[src/rtl/direction_scoring_engine_if.sv]
// Request/position bundle into the direction scorer and its decisions out.
interface direction_scoring_engine_if #(
  parameter int NUM_ELEV   = 2,
  parameter int NUM_FLOORS = 6,
  parameter int POS_W      = 4
);
  logic [1:0]                     simState;
  logic [NUM_ELEV*NUM_FLOORS-1:0] FloorDestinations;
  logic [NUM_ELEV*NUM_FLOORS-1:0] FloorsRequested;
  logic [NUM_ELEV*POS_W-1:0]      half_elevatorPositions;
  logic [NUM_ELEV-1:0]            directions;
  logic [NUM_ELEV-1:0]            moving;
  logic                           scan_done;

  modport master (
    output simState, FloorDestinations, FloorsRequested,
    output half_elevatorPositions,
    input  directions, moving, scan_done
  );

  modport slave (
    input  simState, FloorDestinations, FloorsRequested,
    input  half_elevatorPositions,
    output directions, moving, scan_done
  );
endinterface

[src/rtl/direction_scoring_engine.sv]
// Floor-by-floor weighted scan per car with SCAN-style direction
// persistence; one decision per scan, single-step capable.
module direction_scoring_engine #(
  parameter int NUM_ELEV   = 2,
  parameter int NUM_FLOORS = 6,
  parameter int POS_W      = 4,
  parameter int W_DEST     = 2,
  parameter int W_HALL     = 1
) (
  input logic clk,
  input logic rst,
  direction_scoring_engine_if.slave bus
);
  localparam int SCORE_W =
    $clog2(NUM_FLOORS*(W_DEST+W_HALL)+1);
  localparam int CNT_W =
    (NUM_FLOORS > 1) ? $clog2(NUM_FLOORS) : 1;
  localparam int CMP_W = POS_W + CNT_W + 1;
  localparam logic [POS_W-1:0] POS_MAX =
    POS_W'(2*(NUM_FLOORS-1));
  localparam logic [CNT_W-1:0] CNT_LAST =
    CNT_W'(NUM_FLOORS-1);
  localparam logic [1:0] SIM_RUN  = 2'b01;
  localparam logic [1:0] SIM_STEP = 2'b10;

  typedef enum logic [1:0] {
    IDLE, CAPTURE, ACCUM, DECIDE
  } state_t;

  state_t state, state_nx;
  logic [CNT_W-1:0] cnt;
  logic step_armed, mode_run, done_q;
  logic run, step, abort, last;
  logic [NUM_ELEV*NUM_FLOORS-1:0] dest_q, req_q;
  logic [NUM_ELEV*POS_W-1:0] pos_q;
  logic [SCORE_W-1:0] up_acc [NUM_ELEV];
  logic [SCORE_W-1:0] dn_acc [NUM_ELEV];
  logic [SCORE_W-1:0] w [NUM_ELEV];
  logic [NUM_ELEV-1:0] above, below;
  logic [NUM_ELEV-1:0] dir_q, mov_q, dir_nx, mov_nx;

  assign run  = (bus.simState == SIM_RUN);
  assign step = (bus.simState == SIM_STEP);
  assign last = (cnt == CNT_LAST);
  // a scan survives only while the mode that started it persists
  assign abort = mode_run ? !run : !step;

  always_comb begin
    state_nx = state;
    unique case (state)
      IDLE:
        if (run || (step && step_armed))
          state_nx = CAPTURE;
      CAPTURE:
        state_nx = abort ? IDLE : ACCUM;
      ACCUM:
        if (abort)     state_nx = IDLE;
        else if (last) state_nx = DECIDE;
      DECIDE:
        state_nx = run ? CAPTURE : IDLE;
      default:
        state_nx = IDLE;
    endcase
  end

  always_ff @(posedge clk or negedge rst) begin
    if (!rst) begin
      state      <= IDLE;
      step_armed <= 1'b1;
      mode_run   <= 1'b0;
    end else begin
      state <= state_nx;
      if (!step)
        step_armed <= 1'b1;
      else if (state == IDLE && step_armed)
        step_armed <= 1'b0;
      if (state_nx == CAPTURE)
        mode_run <= run;
    end
  end

  always_comb begin
    for (int e = 0; e < NUM_ELEV; e++) begin
      w[e] = '0;
      if (dest_q[e*NUM_FLOORS + int'(cnt)])
        w[e] = w[e] + SCORE_W'(W_DEST);
      if (req_q[e*NUM_FLOORS + int'(cnt)])
        w[e] = w[e] + SCORE_W'(W_HALL);
      above[e] = CMP_W'({cnt, 1'b0}) >
                 CMP_W'(pos_q[e*POS_W +: POS_W]);
      below[e] = CMP_W'({cnt, 1'b0}) <
                 CMP_W'(pos_q[e*POS_W +: POS_W]);
    end
  end

  always_comb begin
    for (int e = 0; e < NUM_ELEV; e++) begin
      dir_nx[e] = dir_q[e];
      mov_nx[e] = mov_q[e];
      if (up_acc[e] == '0 && dn_acc[e] == '0) begin
        mov_nx[e] = 1'b0;
      end else begin
        mov_nx[e] = 1'b1;
        if (mov_q[e])
          dir_nx[e] = dir_q[e] ? (up_acc[e] != '0)
                               : (dn_acc[e] == '0);
        else if (up_acc[e] > dn_acc[e])
          dir_nx[e] = 1'b1;
        else if (dn_acc[e] > up_acc[e])
          dir_nx[e] = 1'b0;
      end
    end
  end

  always_ff @(posedge clk or negedge rst) begin
    if (!rst) begin
      cnt    <= '0;
      dest_q <= '0;
      req_q  <= '0;
      pos_q  <= '0;
      for (int e = 0; e < NUM_ELEV; e++) begin
        up_acc[e] <= '0;
        dn_acc[e] <= '0;
      end
    end else if (state == CAPTURE) begin
      cnt    <= '0;
      dest_q <= bus.FloorDestinations;
      req_q  <= bus.FloorsRequested;
      for (int e = 0; e < NUM_ELEV; e++) begin
        up_acc[e] <= '0;
        dn_acc[e] <= '0;
        pos_q[e*POS_W +: POS_W] <=
          (bus.half_elevatorPositions[e*POS_W +: POS_W]
            > POS_MAX) ? POS_MAX
          : bus.half_elevatorPositions[e*POS_W +: POS_W];
      end
    end else if (state == ACCUM) begin
      cnt <= last ? '0 : cnt + 1'b1;
      for (int e = 0; e < NUM_ELEV; e++) begin
        if (above[e]) up_acc[e] <= up_acc[e] + w[e];
        if (below[e]) dn_acc[e] <= dn_acc[e] + w[e];
      end
    end
  end

  always_ff @(posedge clk or negedge rst) begin
    if (!rst) begin
      dir_q  <= '0;
      mov_q  <= '0;
      done_q <= 1'b0;
    end else begin
      done_q <= (state == DECIDE);
      if (state == DECIDE) begin
        dir_q <= dir_nx;
        mov_q <= mov_nx;
      end
    end
  end

  assign bus.directions = dir_q;
  assign bus.moving     = mov_q;
  assign bus.scan_done  = done_q;
endmodule
[src/flat_wrapper.sv]
// flat-port wrapper written by rule: the top's interface ports become plain ports
module direction_scoring_engine_flat 
#(
  parameter int NUM_ELEV   = 2,
  parameter int NUM_FLOORS = 6,
  parameter int POS_W      = 4,
  parameter int W_DEST     = 2,
  parameter int W_HALL     = 1
)
  (clk, rst, bus_simState, bus_FloorDestinations, bus_FloorsRequested, bus_half_elevatorPositions, bus_directions, bus_moving, bus_scan_done);
  direction_scoring_engine_if #(.NUM_ELEV(NUM_ELEV), .NUM_FLOORS(NUM_FLOORS), .POS_W(POS_W)) bus_i ();
  input logic clk;
  input logic rst;
  input wire logic [$bits(bus_i.simState)-1:0] bus_simState;
  input wire logic [$bits(bus_i.FloorDestinations)-1:0] bus_FloorDestinations;
  input wire logic [$bits(bus_i.FloorsRequested)-1:0] bus_FloorsRequested;
  input wire logic [$bits(bus_i.half_elevatorPositions)-1:0] bus_half_elevatorPositions;
  output wire logic [$bits(bus_i.directions)-1:0] bus_directions;
  output wire logic [$bits(bus_i.moving)-1:0] bus_moving;
  output wire logic [$bits(bus_i.scan_done)-1:0] bus_scan_done;
  assign bus_i.simState = bus_simState;
  assign bus_i.FloorDestinations = bus_FloorDestinations;
  assign bus_i.FloorsRequested = bus_FloorsRequested;
  assign bus_i.half_elevatorPositions = bus_half_elevatorPositions;
  assign bus_directions = bus_i.directions;
  assign bus_moving = bus_i.moving;
  assign bus_scan_done = bus_i.scan_done;
  direction_scoring_engine #(.NUM_ELEV(NUM_ELEV), .NUM_FLOORS(NUM_FLOORS), .POS_W(POS_W), .W_DEST(W_DEST), .W_HALL(W_HALL)) u_core (.clk(clk), .rst(rst), .bus(bus_i));
endmodule
[config.mk]
export PLATFORM = sky130hd
export DESIGN_NAME = direction_scoring_engine_flat
export DESIGN_NICKNAME = d
export VERILOG_FILES = /design/src/rtl/direction_scoring_engine_if.sv /design/src/rtl/direction_scoring_engine.sv /design/src/flat_wrapper.sv
export SDC_FILE = /design/constraint.sdc
export NUM_CORES = 1
export LEC_CHECK = 0
export BUFFER_PORTS_ARGS = -buffer_cell sky130_fd_sc_hd__buf_2
export CAP_MARGIN = 25
export CORE_MARGIN = 4
export CORE_UTILIZATION = 55
export DETAILED_ROUTE_END_ITERATION = 8
export MAX_ROUTING_LAYER = met4
export PLACE_DENSITY = 0.87
export SETUP_SLACK_MARGIN = 0.02
export SLEW_MARGIN = 20
export SYNTH_ARGS = -nofsm -noshare
export SYNTH_HDL_FRONTEND = slang
export SYNTH_SLANG_ARGS = --single-unit
[constraint.sdc]
create_clock -name clk -period 3.6 [get_ports clk]
set_input_delay 0.18 -clock clk [delete_from_list [all_inputs] [get_ports clk]]
set_output_delay 0.18 -clock clk [all_outputs]
set_load 0.01 [all_outputs]
Word level (Yosys, flattened, before mapping)
Cells that the tools add are included.

Bits in registers: 64. Output and inout bits: 5. Word-level logic and storage cells: 118. Bits of input ports: 36.

Mux-type cells: 46. Reductions and logical operators: 27. Bitwise gates (word level): 2. Magnitude comparators: 12. Add/sub/neg operators: 8. Eq/ne operators: 8.

Operator list (count): $mux 10 (4); $lt 32x6->1 const B (1); $mux 5 (6); $add 5x5->5 (4); $gt 5x5->1 (4); $logic_not 5->1 (4); $mux 1 (20); $mux 2 (6); $reduce_bool 2->1 (5); $reduce_bool 5->1 (2); $mux 3 (3); $bmux 1 s4 (2); $gt 4x4->1 (2); $gt 4x4->1 const B (2); $lt 4x4->1 (2); $mux 4 (2); $pmux 2 s4 (1); $reduce_and 2->1 (4); $add 2x1->3 const B (2); $bmux 1 s3 (2); $eq 2x1->1 const B (3); $eq 2x2->1 const B (3); $reduce_and 3->1 (2); $reduce_bool 3->1 (2); other kinds (10) (15).

Logic depth before layout (Yosys ltp)
Gate-level depths: netlist (run 1).

Word-level depth: 11. Depth in mapped cells: 14. Gate-level depth less buffers: 13.

Worst setup path after synthesis (run 1)
No wires, ideal clock.

Path type: reg2reg. Start point: register u_core.cnt[1]. End point: register u_core.up_acc[3] in the netlist's numbering. Library setup time: 0.132 ns. Setup slack: 0.927 ns. Cell stages (with the launch flop): 14. Required time: 3.468 ns. Period minus slack after synthesis: 2.673 ns. Arrival: 2.542 ns. Cells stage by stage: dfrtp_1 -> buf_2 -> inv_1 -> ha_1 -> mux4_2 -> nand2_1 -> nand2_1 -> nand2_1 -> o21ai_0 -> ha_1 -> a21oi_1 -> nor4b_1 -> xnor2_1 -> nor2_1.

Longest elaborated chain between the ends: 11. Elaborated cells between the ends (all ways): 17. Those cells by class: add/sub (3); order compare (1); mux (11); reduce/logical (2).

RTL lines: start: declaration (line direction_scoring_engine.sv:31) `logic [CNT_W-1:0] cnt;`; start signal: assignment (line direction_scoring_engine.sv:138) `cnt <= last ? '0 : cnt + 1'b1;`; $add 3x3->4 (line direction_scoring_engine.sv:85, direction_scoring_engine.sv:87); $bmux 1 s4 (line direction_scoring_engine.sv:85) `if (dest_q[e*NUM_FLOORS + int'(cnt)])`; $mux 1 (not written as such) (2 in series) (line direction_scoring_engine.sv:85); $mux 2 (line direction_scoring_engine.sv:85); $add 2x1->3 (line direction_scoring_engine.sv:88) `w[e] = w[e] + SCORE_W'(W_HALL);`; $mux 5 (line direction_scoring_engine.sv:87) `if (req_q[e*NUM_FLOORS + int'(cnt)])`; $add 5x5->5 (line direction_scoring_engine.sv:140) `if (above[e]) up_acc[e] <= up_acc[e] + w[e];`; $mux 5 (line direction_scoring_engine.sv:140); $mux 10 (line direction_scoring_engine.sv:137) `end else if (state == ACCUM) begin`; $mux 10 (line direction_scoring_engine.sv:125) `end else if (state == CAPTURE) begin`; end signal: indexed assignment (line direction_scoring_engine.sv:140); end: declaration (line direction_scoring_engine.sv:36) `logic [SCORE_W-1:0] up_acc [NUM_ELEV];`.

Parallel ways exist; a longest one is shown, timed or not. The select of a mux whose other input is x is not followed. A chain may end at the register's enable or synchronous reset.

Worst setup path after layout (run 1)
Ends and elaborated chain as after synthesis.

==> impl_metrics.py, run 1 <==
metrics = {
    "status": {
        "status": "finished, final reports clean",
    },
    "clock_tree": {
        "cts_num_sinks": 64,
        "post_cts_resize_count": 0,
        "htree_levels": 3,
        "clkLatencyLatePin_ns": 0.36,
        "cts_max_path_buffers": 2,
        "cts_buffers": 9,
        "cts_tree": "yes",
        "clkTransAtPathRegs_ns": 0.08,
        "cts_root_buf": "clkbuf_8",
    },
    "placed_design": {
        "io_buffer_count": 40,
        "hpwl_um": 6050,
        "gp_congestion": 0.867,
    },
    "synthesis": {
        "mappedNetlistArea_mm2": 0.00385,
        "synth_cell_types": 46,
        "synth_nets": 428,
        "syn_avg_cell_area_um2": 10.8,
        "yosys.area.top_type": "dfrtp_1",
        "synth-seq-cells": 64,
        "yosys_most_used_dff": "dfrtp_1",
        "synth-async-reset-ratio_pct": 100,
        "yosysWarningCount": 0,
        "synth_edf_count": 0,
        "synth.most_common_cell": "dfrtp_1",
        "yosysSeqAreaShare_pct": 41.6,
        "syn_inst": 358,
        "yosys-top-cells-area": "dfrtp_1 41%, ha_1 9.8%, mux2_2 7.6%",
        "synth_top_cell_area_share_pct": 41.0,
        "synth_commonest_cells": "63 x dfrtp_1, 34 x inv_1, 30 x ha_1",
    },
    "timing": {
        "period_needed_ns": 3.04,
        "tns_ns": 0,
        "worstMarginPinSlew_ns": 0.873,
        "report.final.slew_viol_count": 0,
        "finalHoldViolCount": 0,
        "report.final.setup_viol": 0,
        "skew_ns": 0.0141,
        "relSlewSlack_pct": 41.8,
        "rsz0062_at_grt": "no",
        "max_freq_mhz": 329,
        "fin_crit_sh_pct": 84.4,
    },
    "route": {
        "detail-route-antenna-nets": 0,
        "wl_per_cell_um": 16.2,
        "dr.pass1.iters": 4,
        "avgViaCountPerCell": 5.81,
        "routed_wl_um": 8160,
        "drt_iter0_markers": 158,
        "vias": 2918,
        "drc": 0,
    },
    "worst_setup_path": {
        "crit_arrival_ns": 3.29,
        "cp-end-kind": "flip-flop",
        "crit_fanout": 12,
        "start_kind": "flip-flop",
        "r2r_slack_ns": 0.56,
        "crit_type": "reg -> reg",
        "cp.required_ns": 3.85,
        "crit_path_end": "u_core.up_acc[3]",
        "cp-startpoint": "u_core.cnt[1]",
        "reg2reg_depth": 12,
        "reg2reg_from": "u_core.cnt[1]",
        "r2r_end": "u_core.up_acc[3]",
    },
    "grt": {
        "antenna_found_initial": 0,
        "busiest_layer": "met2",
        "grt-ovfl-total": 0,
        "grtUsageMet1_pct": 26.6,
        "met2_usage_pct": 34.0,
        "use_met3_pct": 4.92,
        "grt_max_degree": 44,
        "grt_pass1_vias": 2957,
        "grt_pass1_wl_um": 13900,
        "grt_util_all_layers_pct": 21.3,
    },
    "cells_and_area": {
        "multi_input_area_mm2": 0.00207,
        "antenna_cells": 0,
        "fin_util_pct": 64.8,
        "drive_gt1_share_pct": 24.9,
        "syn_to_final_growth_pct": 14.3,
        "nFillCells": 508,
        "nets": 471,
        "seq_area_mm2": 0.00160,
    },
    "pwr": {
        "p_leak_nw": 2.00,
        "ir_drop_v": 0.000469,
        "power_density_mw_per_mm2": 954,
    },
    "flow_run": {
        "cap_violations": 0,
    },
    "floorplanning": {
        "die-height_um": 91.7,
        "rows": 30,
        "initial_core_util_pct": 56.6,
        "dieArea_mm2": 0.00840,
        "core_area_mm2": 0.00679,
        "die_w_um": 91.7,
        "io_pins": 41,
    },
    "hold_path": {
        "hp-class": "in -> reg",
    },
}
==> layer usage <==
metal  vias to the layer above  share of wire [%]
li1                       1365                  -
met1                      1442                 42
met4                         0                1.9
met3                        24                5.3
met5                         -                  0
met2                        87                 51
==> worst min path at each step <==
stage                     slack (ns)                          start                        to  cells after the start
final                           0.04                bus_simState[1]         u_core.step_armed                      2
after global routing            0.04  bus_half_elevatorPositions[3]           u_core.pos_q[2]                      2
after global placement          0.33                            rst      u_core.bus.moving[1]                      1
after CTS                       0.03  bus_half_elevatorPositions[3]           u_core.pos_q[2]                      2
after detailed placement        0.35                            rst      u_core.bus.moving[1]                      1
after floorplan                -0.12                            rst  u_core.bus.directions[0]                      0
==> where the power goes <==
group | internal [mW] | switching [mW] | leakage (nW) | total, mW
Sequential | 1.03 | 0.328 | 0.786 | 1.36
Combinational | 1.02 | 1.06 | 1.09 | 2.07
Clock | 0.479 | 0.285 | 0.124 | 0.764
Total | 2.53 | 1.67 | 2.00 | 4.20
==> state kept, by name, summed over array words and instances (netlist names) <==
signal	count
u_core.dest_q	12
u_core.pos_q	8
u_core.mode_run	1
u_core.step_armed	1
u_core.bus.scan_done	1
u_core.req_q	12
u_core.dn_acc	10
u_core.state	2
u_core.cnt	3
u_core.up_acc	10
u_core.bus.moving	2
u_core.bus.directions	2
==> repair_timing <==
| action | 4_1_cts | 5_1_grt |
|---|---|---|
| endpoints found under the hold margin | 37 | 0 |
| hold buffers | 1 | 0 |
| buffers inserted | 0 | 0 |
| setup endpoints to repair | 0 | 0 |
==> layout make-up <==
| class | count | area share, % |
|---|---|---|
| clock buffer | 11 | 3.21 |
| clock inverter | 5 | 2.36 |
| inverter | 34 | 2.90 |
| multi-input combinational | 248 | 47.1 |
| sequential | 64 | 36.4 |
| tap | 96 | 2.73 |
| timing repair buffer | 44 | 5.29 |
==> worst max-delay path, cell delays in order (launching register included) <==
cell and delay [ns]:
dfrtp_1 0.56, inv_1 0.19, ha_1 0.44, mux4_2 0.33
nand2_1 0.09, nand2_1 0.06, nand2_1 0.06, o21ai_0 0.23
ha_1 0.38, a21oi_1 0.07, nor4b_1 0.32, xnor2_1 0.16
nor2_1 0.05
==> cell usage in the layout (no fill, tap or decap), types with 2 or more instances in the layout <==
cell type   n
buf_4       3
dfrtp_1    63
inv_1      34
mux2_2     26
nand4_1     2
nand3b_1    4
or4_1       2
xnor2_1    11
o21ai_0    16
ha_1       29
o22ai_1     7
nor2_1     20
buf_2      40
a2bb2oi_1   2
nor2b_1     4
clkbuf_8   10
o2bb2ai_1   3
nand4b_1    3
a211oi_1    4
a21o_1      6
a2111oi_0   3
bufinv_16   3
mux4_2     10
nor4b_1     5
nor3_1      8
a21oi_1    18
nand2_1    29
fa_1        4
nand2b_1    4
nand3_1     5
mux2i_1     6
==> metrics by stage <==
stage | total power, mW | instances | setup WS (ns) | cell area [um2] | hold WS (ns)
6_report | 4.20 | 502 | 0.560 | 4400 | 0.0367
3_3_place_gp | 3.26 | 485 | 0.702 | 4150 | 0.335
4_1_cts | 4.21 | 502 | 0.551 | 4400 | 0.0322
2_1_floorplan | 2.88 | 358 | 0.927 | 3850 | -0.116
5_1_grt | 4.53 | 502 | 0.366 | 4400 | 0.0350
3_5_place_dp | 3.40 | 485 | 0.553 | 4150 | 0.347
==> kinds of logic (layout without fill, tap and decap cells) <==
| group | Yosys count | in the layout | share of synthesized area (%) |
|---|---|---|---|
| mux | 43 | 43 | 15.3 |
| fa+ha+maj | 34 | 34 | 11.8 |
| buf+inv | 46 | 94 | 4.58 |
| compound gates | 64 | 64 | 11.0 |
| flops | 64 | 64 | 41.6 |
| simple gates | 96 | 96 | 13.1 |
| xor+xnor | 11 | 11 | 2.50 |
Power figures use the tool's default switching activity.
==> run 2, diff against run 1 <==
--- a/config.mk
+++ b/config.mk
@@ -5,6 +5,7 @@
 export SDC_FILE = /design/constraint.sdc
 export NUM_CORES = 1
 export LEC_CHECK = 0
+export ABC_AREA = 1
 export BUFFER_PORTS_ARGS = -buffer_cell sky130_fd_sc_hd__buf_2
 export CAP_MARGIN = 25
 export CORE_MARGIN = 4
==> constraint.sdc (replaced) <==
create_clock -name clk -period 3.05 [get_ports clk]
set_input_delay 0.1525 -clock clk [delete_from_list [all_inputs] [get_ports clk]]
set_output_delay 0.1525 -clock clk [all_outputs]
set_load 0.01 [all_outputs]
==> run 2 against run 1 <==
- non-clock buffer count increased by 12
- sequential cell count unchanged
- area after synthesis increased by 2.7%
- power increased by 15%
- clock skew decreased by 0.0065 ns
- clock power decreased by 15%
- design area increased by 2.8%
- register-to-register slack got worse by 0.26 ns
- hold slack got worse by 0.027 ns
- sequential power increased by 9%
- synthesized cell count increased by 42%
- global-route usage increased by 2.2 points
- critical endpoint is now u_core.dn_acc[4]
==> impl_metrics.py, run 2 <==
metrics = {
    "status": {
        "status": "finished, final reports clean",
    },
    "worst_setup_path": {
        "critPathBufInv": 2,
        "start_kind": "flip-flop",
        "cp.required_ns": 3.28,
        "crit_fanout": 15,
        "cp-end-kind": "flip-flop",
        "critical_path.max_stage_delay_ns": 0.65,
        "crit_arrival_ns": 2.98,
        "crit_top_cell": "nand2_1",
        "cp_top_family": "adder cells",
        "crit_type": "reg -> reg",
        "slowest_stage": "dfrtp_1",
        "crit_chain": "inv_8 > ha_1 > inv_1 > nand3_1 > nand2_1 > nand2_1 > nand2_1 > ha_1 > fa_1 > nand3_1 > xor2_1 > nor2_1 > nand2_1 > o21ai_0",
    },
    "placed_design": {
        "placed_area_mm2": 0.00422,
        "io_buffer_count": 40,
        "gp_congestion": 0.899,
        "hpwl_um": 6280,
    },
    "synthesis": {
        "mappedNetlistArea_mm2": 0.00395,
        "synth-async-reset-ratio_pct": 100,
        "synth_cell_types": 34,
        "yosysSeqAreaShare_pct": 40.6,
        "syn_inst": 510,
        "synth-seq-cells": 64,
        "synth.most_common_cell": "nand2_1",
        "syn_avg_cell_area_um2": 7.75,
        "synth_edf_count": 0,
        "synth_top_cell_area_share_pct": 39.9,
        "yosys-top-cells-area": "dfrtp_1 40%, nand2_1 14%, ha_1 9.5%",
        "synth_commonest_cells": "146 x nand2_1, 73 x inv_1, 63 x dfrtp_1",
        "synth_nets": 580,
        "yosysWarningCount": 0,
        "yosys_most_used_dff": "dfrtp_1",
        "yosys.area.top_type": "dfrtp_1",
    },
    "cells_and_area": {
        "nFillCells": 533,
        "fin_util_pct": 65.9,
        "syn_to_final_growth_pct": 14.5,
        "drive_gt1_share_pct": 13.4,
        "seq_area_mm2": 0.00160,
        "nets": 633,
        "final_cell_mix": "146 x nand2_1, 73 x inv_1, 62 x dfrtp_1",
        "multi_input_area_mm2": 0.00198,
        "finalInstanceArea_mm2": 0.00453,
        "biggestRegsByFlops": "u_core.dest_q: 12 flops, u_core.req_q: 12 flops",
        "final_common_cell": "nand2_1",
        "antenna_cells": 0,
    },
    "timing": {
        "report.final.slew_viol_count": 0,
        "period_needed_ns": 2.75,
        "worstMarginPinSlew_ns": 0.583,
        "skew_ns": 0.00755,
        "relSlewSlack_pct": 61.2,
        "fin_crit_sh_pct": 90.1,
        "max_freq_mhz": 364,
        "tns_ns": 0,
        "finalHoldViolCount": 0,
        "whs_ns": 0.00929,
        "report.final.setup_viol": 0,
        "rsz0062_at_grt": "no",
    },
    "clock_tree": {
        "htree_levels": 3,
        "cts_tree": "yes",
        "clkTransAtPathRegs_ns": 0.08,
        "cts_max_path_buffers": 2,
        "clkLatencyLatePin_ns": 0.35,
        "cts_root_buf": "clkbuf_8",
        "cts_num_sinks": 64,
        "cts_buffers": 9,
    },
    "pwr": {
        "power_density_mw_per_mm2": 1060,
        "power.switching_mw": 2.37,
        "p_leak_nw": 2.39,
        "ir_drop_v": 0.000524,
        "p_int_mw": 2.45,
        "p_clk_share_pct": 13.5,
        "sequentialPowerShare_pct": 30.8,
        "switching_share_pct": 49.2,
        "combPwrFrac_pct": 55.7,
    },
    "grt": {
        "grt_pass1_vias": 3594,
        "grt_util_all_layers_pct": 23.4,
        "grt_max_degree": 54,
        "grt_pass1_wl_um": 15700,
        "grt-ovfl-total": 0,
        "antenna_found_initial": 0,
    },
    "floorplanning": {
        "dieArea_mm2": 0.00861,
        "die-height_um": 92.8,
        "initial_core_util_pct": 57.5,
        "core_area_mm2": 0.00687,
        "rows": 30,
        "die_w_um": 92.8,
        "io_pins": 41,
    },
    "route": {
        "vias": 3560,
        "drc": 0,
        "routed_wl_um": 8980,
        "detail-route-antenna-nets": 0,
        "drt_iter0_markers": 196,
        "wl_per_cell_um": 13.5,
        "dr.pass1.iters": 5,
        "avgViaCountPerCell": 5.36,
    },
    "flow_run": {
        "cap_violations": 0,
    },
    "hold_path": {
        "hp-class": "in -> reg",
    },
}
[run 2: changes by cell type in the layout (fill, tap and decap cells not counted), sizes merged, moves of 11 or more]
cell and change:
dlygate4sd3 +11, inv +41, mux2 -27, nand2 +121, nand3 +34, nor2 +12
o21ai +42
[run 2: what timing repair did]
action                                  in CTS  in global routing
hold buffers                                11                  1
setup buffers                                0                  0
resized for setup                            0                  1
endpoints found under the setup margin       0                  1
hold endpoints to repair                    11                 43
[run 2: per-stage QoR]
stage | std cells | setup slack [ns] | total power, mW
final | 664 | 0.302 | 4.81
after global routing | 664 | 0.0959 | 5.30
after CTS | 662 | 0.324 | 4.77
after detailed placement | 635 | 0.343 | 4.07
after global placement | 635 | 0.412 | 3.91
after floorplan | 510 | 0.545 | 3.47
[run 2: per-layer routing]
layer  GRT usage (%)  routed length [um]
met2            38.9                4590
met5               -                   0
met4            13.7                 284
met3            3.66                 426
met1            26.9                3670
[run 2: worst register-to-register path: stages (launching register included)]
cell and delay (ns):
dfrtp_1 0.65, inv_8 0.10, ha_1 0.38, inv_1 0.08, nand3_1 0.09, nand2_1 0.06
nand2_1 0.06, nand2_1 0.07, ha_1 0.22, fa_1 0.44, nand3_1 0.11, xor2_1 0.15
nor2_1 0.06, nand2_1 0.10, o21ai_0 0.08
[run 2: cell families after synthesis]
family	count (synthesis)	share of synthesized area (%)
flip-flops	64	40.6
XOR/XNOR	8	1.77
AO/OA/AOI/OAI	84	12.3
AND/OR/NAND/NOR	232	24.6
adder cells (fa/ha/maj)	34	11.5
buffers and inverters	88	9.24
[run 2: final timing paths]
path | start | slack [ns] | end | cells after the start
worst min-delay path | bus_FloorDestinations[7] | 0.009 | u_core.dest_q[7] | 3
worst max-delay path | u_core.cnt[1] | 0.30 | u_core.dn_acc[4] | 14
min in group asynchronous | rst | 0.35 | u_core.req_q[9] | 2
worst min register to register | u_core.dest_q[10] | 0.48 | u_core.dest_q[10] | 2
max in group asynchronous | rst | 1.99 | u_core.pos_q[6] | 3
worst max register to register | u_core.cnt[1] | 0.30 | u_core.dn_acc[4] | 14
[run 2: power by group through the flow]
stage | logic [mW] | clock network, mW | registers, mW
after global routing | 3.08 | 0.691 | 1.53
final | 2.68 | 0.650 | 1.48
after floorplan | 2.07 | 0 | 1.39
after detailed placement | 2.58 | 0 | 1.49
after CTS | 2.64 | 0.652 | 1.47
after global placement | 2.44 | 0 | 1.47
[run 2: layout make-up]
| cell class | instances | area share, % |
|---|---|---|
| inverters | 74 | 6.30 |
| clock buffers | 9 | 2.74 |
| multi-input cells | 358 | 43.8 |
| flip-flops and latches | 64 | 35.4 |
| clock inverters | 7 | 1.05 |
| repair buffers | 56 | 7.96 |
| well taps | 96 | 2.65 |
==> run 3, diff against run 2 <==
--- a/config.mk
+++ b/config.mk
@@ -13,6 +13,7 @@
 export DETAILED_ROUTE_END_ITERATION = 8
 export MAX_ROUTING_LAYER = met4
 export PLACE_DENSITY = 0.87
+export REMOVE_ABC_BUFFERS = 1
 export SETUP_SLACK_MARGIN = 0.02
 export SLEW_MARGIN = 20
 export SYNTH_ARGS = -nofsm -noshare
==> run 3 against run 2 <==
- combinational power hardly changed
- routed wire length is 3.4% lower
- utilization is 0.44 points higher
- die area stayed put
- register-to-register slack hardly changed
- power is 0.36% lower
- global-route usage is 0.42 points lower
- via count is 2.1% lower
- design area is 0.66% higher
- non-clock buffer count is 3 higher
==> impl_metrics.py, run 3 (synthesis results as in run 2) <==
metrics = {
    "cells_and_area": {
        "nets": 636,
        "final_common_cell": "nand2_1",
        "drive_gt1_share_pct": 13.1,
        "finalNonFillerCells": 667,
        "syn_to_final_growth_pct": 15.3,
        "fin_util_pct": 66.3,
        "biggestRegsByFlops": "u_core.dest_q: 12 flops, u_core.req_q: 12 flops",
        "antenna_cells": 0,
        "final_cell_mix": "146 x nand2_1, 73 x inv_1, 63 x dfrtp_1",
        "nFillCells": 536,
    },
    "worst_setup_path": {
        "crit_arrival_ns": 2.99,
        "start_kind": "flip-flop",
        "cp.required_ns": 3.28,
        "cp-end-kind": "flip-flop",
        "critical_path.max_stage_delay_ns": 0.65,
        "crit_fanout": 15,
        "crit_chain": "inv_8 > ha_1 > inv_1 > nand3_1 > nand2_1 > nand2_1 > nand2_1 > ha_1 > fa_1 > nand3_1 > xor2_1 > nor2_1 > nand2_1 > o21ai_0",
        "slowest_stage": "dfrtp_1",
        "crit_top_cell": "nand2_1",
        "crit_type": "reg -> reg",
    },
    "timing": {
        "report.final.setup_viol": 0,
        "max_freq_mhz": 362,
        "report.final.slew_viol_count": 0,
        "period_needed_ns": 2.76,
        "rsz0062_at_grt": "no",
        "finalHoldViolCount": 0,
        "relSlewSlack_pct": 31.6,
        "skew_ns": 0.0105,
        "timing.final.ws_setup_ns": 0.291,
        "fin_crit_sh_pct": 90.5,
        "tns_ns": 0,
        "worstMarginPinSlew_ns": 1.02,
    },
    "route": {
        "avgViaCountPerCell": 5.22,
        "drt_iter0_markers": 252,
        "vias": 3485,
        "dr.pass1.iters": 5,
        "wl_per_cell_um": 13.0,
        "drc": 0,
        "detail-route-antenna-nets": 0,
        "routed_wl_um": 8670,
    },
    "floorplanning": {
        "die_w_um": 92.8,
        "core_area_mm2": 0.00687,
        "io_pins": 41,
        "initial_core_util_pct": 57.5,
        "die-height_um": 92.8,
        "rows": 30,
        "dieArea_mm2": 0.00861,
    },
    "placed_design": {
        "io_buffer_count": 40,
        "dp_worst_setup_slack_ns": 0.340,
        "gp_congestion": 0.843,
        "placed_cells": 636,
        "hpwl_um": 6290,
    },
    "status": {
        "status": "finished, final reports clean",
    },
    "grt": {
        "grt_max_degree": 55,
        "grt_util_all_layers_pct": 23.0,
        "grt_pass1_vias": 3517,
        "grt_pass1_wl_um": 15500,
        "antenna_found_initial": 0,
        "grt-ovfl-total": 0,
    },
    "pwr": {
        "switching_share_pct": 48.4,
        "power.switching_mw": 2.32,
        "combPwrFrac_pct": 55.2,
        "ir_drop_v": 0.000525,
        "p_leak_nw": 2.41,
        "p_int_mw": 2.47,
        "power_density_mw_per_mm2": 1050,
        "power_mw": 4.80,
        "p_clk_share_pct": 14.1,
        "sequentialPowerShare_pct": 30.7,
    },
    "hold_path": {
        "hp-class": "in -> reg",
    },
    "clock_tree": {
        "cts_tree": "yes",
        "htree_levels": 3,
        "cts_root_buf": "clkbuf_8",
        "cts_num_sinks": 64,
        "clkLatencyLatePin_ns": 0.35,
        "cts_max_path_buffers": 2,
        "clkTransAtPathRegs_ns": 0.08,
        "cts_buffers": 9,
    },
    "flow_run": {
        "cap_violations": 0,
    },
}
[run 3: cell count changes in the layout (fill, tap and decap cells not counted)]
cell           change
clkbuf_8           +2
dfrtp_1            +1
buf_2              +1
clkinvlp_4         -1
dfrtp_2            -1
dlygate4sd3_1      +3
buf_8              -1
inv_6              -1
[run 3: worst paths after layout]
kind	from	end	slack, ns	cells after the start
max	u_core.cnt[1]	u_core.dn_acc[4]	0.29	14
min	bus_FloorDestinations[9]	u_core.dest_q[9]	0.01	3
max reg2reg	u_core.cnt[1]	u_core.dn_acc[4]	0.29	14
min reg2reg	u_core.req_q[4]	u_core.req_q[4]	0.48	2
max in group asynchronous	rst	u_core.up_acc[0]	2.09	3
min in group asynchronous	rst	u_core.bus.directions[1]	0.28	2
[run 3: metrics by stage]
step / cell area [um2] / hold WS, ns
floorplan: 3870 / -0.143
global placement: 4220 / 0.117
detailed placement: 4220 / 0.130
CTS: 4560 / 0.00131
global route: 4560 / 0.0188
finish: 4560 / 0.0131
[run 3: timing repair]
| action | 4_1_cts | 5_1_grt |
|---|---|---|
| hold buffers | 15 | 0 |
| endpoints found under the hold margin | 31 | 0 |
| gates resized for setup | 0 | 0 |
| buffers inserted | 0 | 0 |
[run 3: cell type report]
cell class | count | area, um2 | area share (%)
Multi-Input combinational cell | 358 | 1980 | 43.6
Timing Repair Buffer | 59 | 380 | 8.35
Clock buffer | 11 | 151 | 3.32
Sequential cell | 64 | 1600 | 35.2
Tap cell | 96 | 120 | 2.64
Inverter | 74 | 285 | 6.26
Clock inverter | 5 | 31.3 | 0.687
[run 3: power by group through the flow]
stage               Clock (mW)  Combinational (mW)  Sequential, mW
floorplan                    0                1.95            1.43
global placement             0                2.41            1.46
detailed placement           0                2.60            1.49
CTS                      0.685                2.64            1.47
global route             0.728                3.05            1.52
finish                   0.675                2.65            1.47
[run 3: routing by layer]
metal / global-route usage [%] / vias to the layer above / wire length [um]
li1: - / 1745 / -
met1: 27.1 / 1624 / 3690
met2: 38.0 / 91 / 4360
met3: 4.96 / 25 / 405
met4: 10.1 / 0 / 216
met5: - / - / 0
[run 3: critical path: cells and delay by family (launching register included)]
kind / cells / cell delay (ns)
DFF: 1 / 0.65
xor gates and xnor gates: 1 / 0.16
adders and majority gates: 3 / 1.02
AOI/OAI and AO/OA: 1 / 0.08
buffers and inverters: 2 / 0.16
and+or+nand+nor: 7 / 0.56
